--- config.mk ---
export PLATFORM = sky130hd
export DESIGN_NAME = edge_sticky_array_flat
export DESIGN_NICKNAME = d
export VERILOG_FILES = /design/src/rtl/edge_sticky_array_if.sv /design/src/rtl/edge_sticky_array.sv /design/src/flat_wrapper.sv
export SDC_FILE = /design/constraint.sdc
export NUM_CORES = 1
export LEC_CHECK = 0
export CAP_MARGIN = 15
export CORE_MARGIN = 1.5
export CORE_UTILIZATION = 40
export CTS_CLUSTER_DIAMETER = 100
export DETAILED_ROUTE_END_ITERATION = 6
export GPL_TIMING_DRIVEN = 0
export HOLD_SLACK_MARGIN = 0.05
export PLACE_DENSITY = 0.67
export SLEW_MARGIN = 10
export SYNTH_ARGS = -nofsm -noshare
export SYNTH_HDL_FRONTEND = slang
export SYNTH_SLANG_ARGS = --single-unit
--- constraint.sdc ---
create_clock -name clk -period 3.6 [get_ports clk]
set_input_delay 0.72 -clock clk [delete_from_list [all_inputs] [get_ports clk]]
set_output_delay 0.72 -clock clk [all_outputs]
set_load 0.005 [all_outputs]
--- src/rtl/edge_sticky_array_if.sv ---
// Bundle of pad-side inputs and status outputs for the edge_sticky_array block.
// The master drives channel inputs and controls; the slave returns flags, counts and irq.
interface edge_sticky_array_if #(
    parameter int N_CH  = 4,
    parameter int CNT_W = 8
);
    logic [N_CH-1:0]       ch_in;
    logic [2*N_CH-1:0]     edge_mode;
    logic [N_CH-1:0]       clr;
    logic [N_CH-1:0]       irq_en;
    logic [N_CH-1:0]       flag;
    logic [N_CH*CNT_W-1:0] cnt;
    logic                  irq;

    modport master (
        output ch_in, edge_mode, clr, irq_en,
        input  flag, cnt, irq
    );

    modport slave (
        input  ch_in, edge_mode, clr, irq_en,
        output flag, cnt, irq
    );
endinterface

--- src/rtl/edge_sticky_array.sv ---
// Per-channel input synchroniser, programmable edge detector, sticky flag and
// saturating event counter, with a registered masked interrupt over all flags.
module edge_sticky_array #(
    parameter int N_CH        = 4,
    parameter int SYNC_STAGES = 2,
    parameter int CNT_W       = 8
) (
    input  logic                clk,
    input  logic                rst_n,
    edge_sticky_array_if.slave  bus
);

    logic [N_CH-1:0]       sync_r [SYNC_STAGES];
    logic [N_CH-1:0]       prev_r;
    logic [N_CH-1:0]       sync_out_s;
    logic [N_CH-1:0]       ev_s;
    logic [N_CH-1:0]       flag_r;
    logic [N_CH-1:0]       flag_nxt_s;
    logic [N_CH*CNT_W-1:0] cnt_r;
    logic [N_CH*CNT_W-1:0] cnt_nxt_s;
    logic                  irq_r;

    function automatic logic [CNT_W-1:0] sat_inc(input logic [CNT_W-1:0] v);
        logic [CNT_W-1:0] r;
        if (v == {CNT_W{1'b1}}) begin
            r = v;
        end else begin
            r = v + CNT_W'(1'b1);
        end
        return r;
    endfunction

    // Synchroniser chain plus the one-cycle edge-history flop behind it
    always_ff @(posedge clk or negedge rst_n) begin
        if (!rst_n) begin
            for (int j = 0; j < SYNC_STAGES; j++) begin
                sync_r[j] <= '0;
            end
            prev_r <= '0;
        end else begin
            sync_r[0] <= bus.ch_in;
            for (int j = 1; j < SYNC_STAGES; j++) begin
                sync_r[j] <= sync_r[j-1];
            end
            prev_r <= sync_r[SYNC_STAGES-1];
        end
    end

    // Edge qualification against the live mode; mode 00 never fires
    always_comb begin
        sync_out_s = sync_r[SYNC_STAGES-1];
        ev_s       = '0;
        for (int i = 0; i < N_CH; i++) begin
            ev_s[i] = (bus.edge_mode[2*i]   &  sync_out_s[i] & ~prev_r[i]) |
                      (bus.edge_mode[2*i+1] & ~sync_out_s[i] &  prev_r[i]);
        end
    end

    // Next flag/count: an event always beats a simultaneous clear
    always_comb begin
        flag_nxt_s = flag_r;
        cnt_nxt_s  = cnt_r;
        for (int i = 0; i < N_CH; i++) begin
            if (ev_s[i]) begin
                flag_nxt_s[i] = 1'b1;
            end else if (bus.clr[i]) begin
                flag_nxt_s[i] = 1'b0;
            end else begin
                flag_nxt_s[i] = flag_r[i];
            end

            if (bus.clr[i]) begin
                cnt_nxt_s[i*CNT_W +: CNT_W] = ev_s[i] ? CNT_W'(1'b1) : CNT_W'(1'b0);
            end else if (ev_s[i]) begin
                cnt_nxt_s[i*CNT_W +: CNT_W] = sat_inc(cnt_r[i*CNT_W +: CNT_W]);
            end else begin
                cnt_nxt_s[i*CNT_W +: CNT_W] = cnt_r[i*CNT_W +: CNT_W];
            end
        end
    end

    // Status registers; irq looks at the flag register, so it trails flag by a cycle
    always_ff @(posedge clk or negedge rst_n) begin
        if (!rst_n) begin
            flag_r <= '0;
            cnt_r  <= '0;
            irq_r  <= 1'b0;
        end else begin
            flag_r <= flag_nxt_s;
            cnt_r  <= cnt_nxt_s;
            irq_r  <= |(flag_r & bus.irq_en);
        end
    end

    assign bus.flag = flag_r;
    assign bus.cnt  = cnt_r;
    assign bus.irq  = irq_r;

endmodule

--- src/flat_wrapper.sv ---
// flat-port wrapper written by rule: the top's interface ports become plain ports
module edge_sticky_array_flat 
#(
    parameter int N_CH        = 4,
    parameter int SYNC_STAGES = 2,
    parameter int CNT_W       = 8
)
  (clk, rst_n, bus_ch_in, bus_edge_mode, bus_clr, bus_irq_en, bus_flag, bus_cnt, bus_irq);
  edge_sticky_array_if #(.N_CH(N_CH), .CNT_W(CNT_W)) bus_i ();
  input  logic clk;
  input  logic rst_n;
  input wire logic [$bits(bus_i.ch_in)-1:0] bus_ch_in;
  input wire logic [$bits(bus_i.edge_mode)-1:0] bus_edge_mode;
  input wire logic [$bits(bus_i.clr)-1:0] bus_clr;
  input wire logic [$bits(bus_i.irq_en)-1:0] bus_irq_en;
  output wire logic [$bits(bus_i.flag)-1:0] bus_flag;
  output wire logic [$bits(bus_i.cnt)-1:0] bus_cnt;
  output wire logic [$bits(bus_i.irq)-1:0] bus_irq;
  assign bus_i.ch_in = bus_ch_in;
  assign bus_i.edge_mode = bus_edge_mode;
  assign bus_i.clr = bus_clr;
  assign bus_i.irq_en = bus_irq_en;
  assign bus_flag = bus_i.flag;
  assign bus_cnt = bus_i.cnt;
  assign bus_irq = bus_i.irq;
  edge_sticky_array #(.N_CH(N_CH), .SYNC_STAGES(SYNC_STAGES), .CNT_W(CNT_W)) u_core (.clk(clk), .rst_n(rst_n), .bus(bus_i));
endmodule
Word level (Yosys, flattened, before mapping)
Cells that the tools add are included.
Word-level totals
  bits in registers: 49
  input port bits: 22
Cells by class
  add/sub/neg operators: 4
  eq/ne operators: 8
  multiplexer cells: 24
  bitwise gates (word level): 29
  reduce and logical (&&, ||, !) cells: 9
Operator list (count)
  8-bit two-way mux: 12
  8-bit by 1-bit adder with 8-bit output, second input constant: 4
  8-bit == test, second input constant: 4
  1-bit bitwise AND: 16
  1-bit two-way mux: 12
  2-bit inequality test, second input constant: 4
  1-bit NOT: 8
  2-bit AND reduction: 4
  2-bit nonzero test: 4
  4-bit bitwise AND: 1
  1-bit OR: 4
  4-bit OR reduction: 1

Depth between registers and ports, before layout
Gate-level depths: netlist of run 1.
  word-level depth: 6
  gate-level depth with buffers: 6

Least setup slack after synthesis of run 1
OpenSTA, ideal clock, no wires.
  kind: input -> register
  start: in bus_edge_mode[3]
  end: reg u_core.cnt_r[13], in the netlist u_core.bus.cnt[13]
  setup time: 0.125 ns
  arrival time: 1.758 ns
  path slack: 1.717 ns
  stages on the path: 5
  path buffers: 1
  cells stage by stage: nand2_1 o22a_1 buf_2 nor4_1 mux2_2
Between the ends
  cells in the longest elaborated chain, start to end: 5
RTL lines
  start, declared: RTL line flat_wrapper.sv:13  | input wire logic [$bits(bus_i.edge_mode)-1:0] bus_edge_mode;
  1-bit bitwise AND (2 in series): RTL line edge_sticky_array.sv:55  | (bus.edge_mode[2*i+1] & ~sync_out_s[i] & prev_r[i]);
  1-bit OR: RTL line edge_sticky_array.sv:54  | ev_s[i] = (bus.edge_mode[2*i] & sync_out_s[i] & ~prev_r[i]) |
  2-bit nonzero test (no source line)
  2-bit AND reduction (no source line)
  end signal, assigned: RTL line edge_sticky_array.sv:90  | cnt_r <= cnt_nxt_s;
  end, declared: RTL line edge_sticky_array.sv:19  | logic [N_CH*CNT_W-1:0] cnt_r;
Every way passes these cells.
A chain may end at the register's enable or synchronous reset.

Worst setup path after layout of run 1
  start: in bus_edge_mode[2]
  end: reg u_core.cnt_r[13], in the netlist u_core.bus.cnt[13]
Between the ends
  cells in the longest elaborated chain, start to end: 5
RTL lines (RTL line)
  1-bit bitwise AND (2 in series): edge_sticky_array.sv:54
  1-bit OR: edge_sticky_array.sv:54
  2-bit nonzero test (no source line)
  2-bit AND reduction (no source line)
Every way passes these cells.

==> impl_metrics.json, run 1 <==
{
  "grt_max_degree": 36,
  "avgSynthCellArea_um2": 9.929,
  "drive_above_1_share_pct": 5.743,
  "ir_drop_v": 0.0001510,
  "die_h_um": 78.89,
  "power.leakage_uw": 0.001150,
  "synthToLayoutAreaGrowth_pct": 32.65,
  "finalMaxSlewViolations": 0,
  "seq_power_share_pct": 56.5,
  "final_cells": 368,
  "drc": 0,
  "power_switching_uw": 255.1,
  "grt.overflow.total": 0,
  "ys_warn_count": 0,
  "clk_pin_slew_ps": 90,
  "antenna_cells": 0,
  "viasPerCell": 5.476,
  "cp.required_ps": 3790,
  "yosysTopAreaCellShare_pct": 53.23,
  "p_per_area_nw_per_um2": 345.0,
  "wirelength_um": 5050,
  "final.setup.tns_ps": 0,
  "io_buffers": 56,
  "cts_hold_buf": 0,
  "vias": 2015,
  "htreeDepth": 2,
  "io_pins": 59,
  "fin_crit_ps": 2168,
  "cts.sink_count": 49,
  "die_w_um": 78.89,
  "final_util_pct": 55.15,
  "final_cell_mix": "clkdlybuf4s50_1, dfrtp_1, a21oi_1",
  "antenna_found_initial": 0,
  "synth_cells": 232,
  "hold_viol": 0,
  "combinationalPowerShare_pct": 12.5,
  "power.internal_uw": 798.9,
  "cts_root_buf": "clkbuf_8",
  "end_kind": "flip-flop",
  "clock_path_buffers": 2,
  "yosysTopAreaCell": "dfrtp_1",
  "ys_seq_area_share_pct": 53.23,
  "grt_pass1_wl_um": 8604,
  "drt_iter0_drc": 93,
  "timing.fmax_mhz": 461.2,
  "skew_ps": 4.666,
  "core_um2": 5540,
  "rows": 27,
  "ys_seq_elements": 49,
  "start_util_pct": 41.58,
  "dp_cells": 361,
  "setup_viol": 0,
  "period_share_pct": 60.23,
  "hpwl_um": 3609,
  "nets": 322,
  "syn_area_um2": 2303,
  "die-area_um2": 6223,
  "swShare_pct": 24.20,
  "drt_pass1_iterations": 4,
  "first_global_vias": 1879,
  "worstPathArrival_ps": 2360,
  "cts_resized": 0,
  "cts_setup_buffers": 0,
  "clkPwrFrac_pct": 31.0,
  "numCtsBuffers": 5,
  "ys_top_cells_by_area": "dfrtp_1, a21oi_1, nand3_1, nand2_1, o21ai_0",
  "layout_commonest_cell": "clkdlybuf4s50_1",
  "post_drt_wl_per_cell_um": 13.72,
  "rsz0062_at_grt": "false",
  "min_path_type": "in -> async",
  "grt.total_usage_pct": 17.33,
  "synth_fp_nets": 258,
  "cp_max_fo": 10,
  "gp_congestion": 0.8365,
  "synth_cell_types": 40,
  "status": "finished clean",
  "maxCapViolations": 0,
  "max-slew-margin-rel_pct": 59.79,
  "worst_setup_path_start_kind": "input port",
  "cts_tree": "done",
  "clkLatencyLatePin_ps": 300,
  "ant_nets": 0,
  "tightestPinTransition_ps": 603.2,
  "critical_path_class": "in -> reg"
}
-- final timing paths --
kind	startpoint	to	slack, ps	depth (start not counted)
min reg2reg	u_core.sync_r[6]	u_core.sync_out_s[2]	350	0
min	rst_n	u_core.bus.cnt[21]	320	1
max	bus_edge_mode[2]	u_core.bus.cnt[13]	1430	6
min in group clk	u_core.sync_r[6]	u_core.sync_out_s[2]	350	0
max reg2reg	u_core.bus.cnt[16]	u_core.bus.cnt[21]	1870	5
max in group asynchronous	rst_n	u_core.bus.cnt[2]	2780	2
-- routing by layer --
layer / track usage, % / wire [um] / vias to the layer above
met5: 0 / 0 / -
met4: 7.368 / 92 / 0
met3: 4.253 / 262 / 9
met2: 27.24 / 2303 / 52
met1: 22.84 / 2392 / 954
li1: - / - / 1000
-- power by group through the flow --
stage	registers [uW]	logic, uW	clock network, uW
final	596	131	327
after global routing	601	146	360
after CTS	596	134	335
after detailed placement	607	133	0
after global placement	606	129	0
after floorplan	605	50.6	0
-- cell type report --
type	count	area, um^2
plain buffers	7	36.28
flip-flops and latches	49	1226
clock buffers	7	86.33
fillers	510	2485
repair buffers	57	575.6
inverters	9	33.78
multi-input cells	167	1007
well taps	72	90.09
-- cell usage after synthesis --
library cell  number
nor3_2             1
buf_2              2
o31ai_1            6
nor2b_1            5
nor2_1            13
buf_1              1
nand2_1           21
mux2i_1            2
a31oi_1            1
inv_1              9
nand2b_1           1
ha_1               4
buf_6              1
a211oi_1           1
clkbuf_1           3
o311ai_0           2
o22ai_1            3
a22oi_1            2
nand3_1           16
o22a_1             3
mux2_2             3
dfrtp_1           49
or2_2              1
or3_1              4
o2bb2ai_1          1
a41oi_1            2
o41ai_1            2
a31o_2             1
nand3b_1           5
a21oi_1           22
o211ai_1           1
and4_1             1
nor4_1             4
o21ai_0           12
a311oi_1           2
or4_1              8
nor3_1             9
nand4_1            5
nor4b_1            2
o21a_1             1
-- registers in the layout (all words and copies together) (netlist names) --
| signal | flops |
|---|---|
| u_core.bus.cnt | 32 |
| u_core.bus.flag | 4 |
| u_core.prev_r | 4 |
| u_core.sync_out_s | 4 |
| u_core.sync_r | 4 |
| u_core.bus.irq | 1 |
-- through the flow --
step / worst slack [ps] / total power (uW) / instance area, um^2 / hold slack (ps)
3_5_place_dp: 1116 / 740.4 / 2969 / 334.7
3_3_place_gp: 347.8 / 735.4 / 2954 / 334.4
2_1_floorplan: 1717 / 655.5 / 2303 / 331.2
6_report: 1432 / 1054 / 3055 / 324.9
5_1_grt: 1357 / 1108 / 3055 / 335.1
4_1_cts: 1437 / 1065 / 3055 / 329.7
-- critical path, stage by stage --
cell and delay, ps:
clkdlybuf4s50_1 450, nand2_1 60, o22a_1 220, buf_2 190, nor4_1 340, mux2_2 370
-- kinds of logic (layout without fill, tap and decap cells) --
| family | after synthesis | in the layout | synth area share (%) |
|---|---|---|---|
| flip-flops | 49 | 49 | 53.23 |
| multiplexers | 5 | 5 | 2.336 |
| adder cells (fa/ha/maj) | 4 | 4 | 2.173 |
| buffers and inverters | 16 | 80 | 3.042 |
| AO/OA/AOI/OAI | 62 | 62 | 17.00 |
| AND/OR/NAND/NOR | 96 | 96 | 22.22 |
No activity file was read; power rests on OpenSTA's default activity.
==> run 2: changes to the inputs <==
==> constraint.sdc (replaced) <==
create_clock -name clk -period 2 [get_ports clk]
set_input_delay 0.4 -clock clk [delete_from_list [all_inputs] [get_ports clk]]
set_output_delay 0.4 -clock clk [all_outputs]
set_load 0.005 [all_outputs]
==> run 2 against run 1 <==
Against the previous run:
- die area is the same
- count of clock-buffer cells in the layout is the same
- critical path type unchanged
- sequential cell count unchanged
- hold slack better by 27 ps
- final area rose by 0.33%
- critical endpoint unchanged
- clock power grew 80%
- clock skew about the same
- wire length is essentially flat
==> impl_metrics.json, run 2 (synthesis results as in run 1) <==
{
  "cpPeakStageDelay_ps": 450,
  "combinationalPowerShare_pct": 12.5,
  "timing.fmax_mhz": 541.1,
  "critical_path_class": "in -> reg",
  "cp_max_fo": 10,
  "seq_power_share_pct": 56.5,
  "max-slew-margin-rel_pct": 59.79,
  "period_share_pct": 92.41,
  "vias": 2014,
  "fin_crit_ps": 1848,
  "cpLargestDelayFamily": "buffers and inverters",
  "final_cell_mix": "clkdlybuf4s50_1, dfrtp_1, a21oi_1",
  "final_util_pct": 55.33,
  "wirelength_um": 5053,
  "end_kind": "flip-flop",
  "largest_reg_flops": 32,
  "swShare_pct": 24.20,
  "rsz0062_at_grt": "false",
  "cp.required_ps": 2190,
  "nets": 323,
  "finalMaxSlewViolations": 0,
  "cts_root_buf": "clkbuf_8",
  "drc": 0,
  "drive_above_1_share_pct": 5.724,
  "post_drt_wl_per_cell_um": 13.69,
  "worstPathArrival_ps": 2040,
  "ant_nets": 0,
  "synthToLayoutAreaGrowth_pct": 33.08,
  "tightestPinTransition_ps": 603.2,
  "start_util_pct": 41.58,
  "worst-path-buf-inv": 2,
  "layout_commonest_cell": "clkdlybuf4s50_1",
  "grt_pass1_wl_um": 8645,
  "core_um2": 5540,
  "status": "finished clean",
  "cts_setup_buffers": 0,
  "die_w_um": 78.89,
  "power.leakage_uw": 0.001154,
  "hold_viol": 0,
  "r2r_cells": 5,
  "io_buffers": 56,
  "first_global_vias": 1884,
  "worst_setup_path_start_kind": "input port",
  "viasPerCell": 5.458,
  "min_path_type": "reg -> reg",
  "reg2reg_from": "u_core.bus.cnt[16]",
  "skew_ps": 4.582,
  "slowest_stage": "clkdlybuf4s50_1",
  "r2r_slack_ps": 270,
  "clock_path_buffers": 2,
  "gp_congestion": 0.8365,
  "drt_pass1_iterations": 4,
  "crit_chain": "clkdlybuf4s50_1, nand2_1, o22a_1, buf_2, nor4_1, mux2_2",
  "grt_max_degree": 36,
  "dp_cells": 361,
  "clkPwrFrac_pct": 31.0,
  "min_to": "u_core.sync_out_s[2]",
  "hpwl_um": 3609,
  "ir_drop_v": 0.0002718,
  "cts_resized": 0,
  "grt.total_usage_pct": 17.41,
  "io_pins": 59,
  "r2r-end": "u_core.bus.cnt[21]",
  "drt_iter0_drc": 70,
  "htreeDepth": 2,
  "clk_pin_slew_ps": 90,
  "clkLatencyLatePin_ps": 300,
  "min_path_cells": 0,
  "antenna_found_initial": 0,
  "cts_tree": "done",
  "grt.overflow.total": 0,
  "cts_hold_buf": 1,
  "min-delay-start": "u_core.sync_r[6]",
  "maxCapViolations": 0,
  "final_cells": 369,
  "p_per_area_nw_per_um2": 619.5,
  "numCtsBuffers": 5,
  "power.internal_uw": 1439,
  "setup_viol": 0,
  "antenna_cells": 0,
  "die-area_um2": 6223,
  "die_h_um": 78.89,
  "power_switching_uw": 459.6,
  "rows": 27,
  "cts.sink_count": 49
}
## run 2: layout make-up
| type | instances | area [um^2] |
|---|---|---|
| inverter | 9 | 33.78 |
| timing repair buffer | 58 | 585.6 |
| buffer | 7 | 36.28 |
| tap | 72 | 90.09 |
| multi-input combinational | 167 | 1007 |
| clock buffer | 7 | 86.33 |
| sequential | 49 | 1226 |
| fill | 509 | 2475 |
## run 2: worst max path at each step
stage / cells after the start / slack [ps] / to / from
CTS: 6 / 160 / u_core.bus.cnt[13] / bus_edge_mode[2]
finish: 6 / 150 / u_core.bus.cnt[13] / bus_edge_mode[2]
detailed placement: 6 / -160 / u_core.bus.cnt[13] / bus_edge_mode[2]
global route: 6 / 80 / u_core.bus.cnt[13] / bus_edge_mode[3]
global placement: 1 / -930 / u_core.bus.cnt[26] / rst_n
floorplan: 5 / 420 / u_core.bus.cnt[21] / u_core.bus.cnt[16]
## run 2: power groups by stage
stage	Combinational, uW	Clock (uW)	Sequential [uW]
after floorplan	91.0	0	1090
after global placement	232	0	1090
after detailed placement	239	0	1090
after CTS	242	604	1070
after global routing	265	649	1080
final	238	588	1070
## run 2: routing by layer
layer / part of all wire (%) / GRT usage, %
met5: 0 / 0
met4: 1.8 / 7.368
met3: 5.4 / 4.253
met2: 46 / 27.41
met1: 47 / 22.92
## run 2: worst reg2reg max path, delay by kind of cell, from the launching register on
kind,cells,cell delay [ps]
adder cells (fa/ha/maj),1,240
flip-flops,1,430
multiplexers,1,290
AND/OR/NAND/NOR,3,660
## run 2: metrics by stage
stage,TNS (ps),total power [uW],worst slack [ps],area [um^2],hold slack [ps]
global placement,-45820,1324,-932.3,2954,334.4
global route,0,1996,77.08,3065,367.7
CTS,0,1919,157.0,3065,354.0
finish,0,1899,151.8,3065,351.7
floorplan,0,1180,418.5,2303,104.4
detailed placement,-299.9,1333,-163.8,2969,334.7
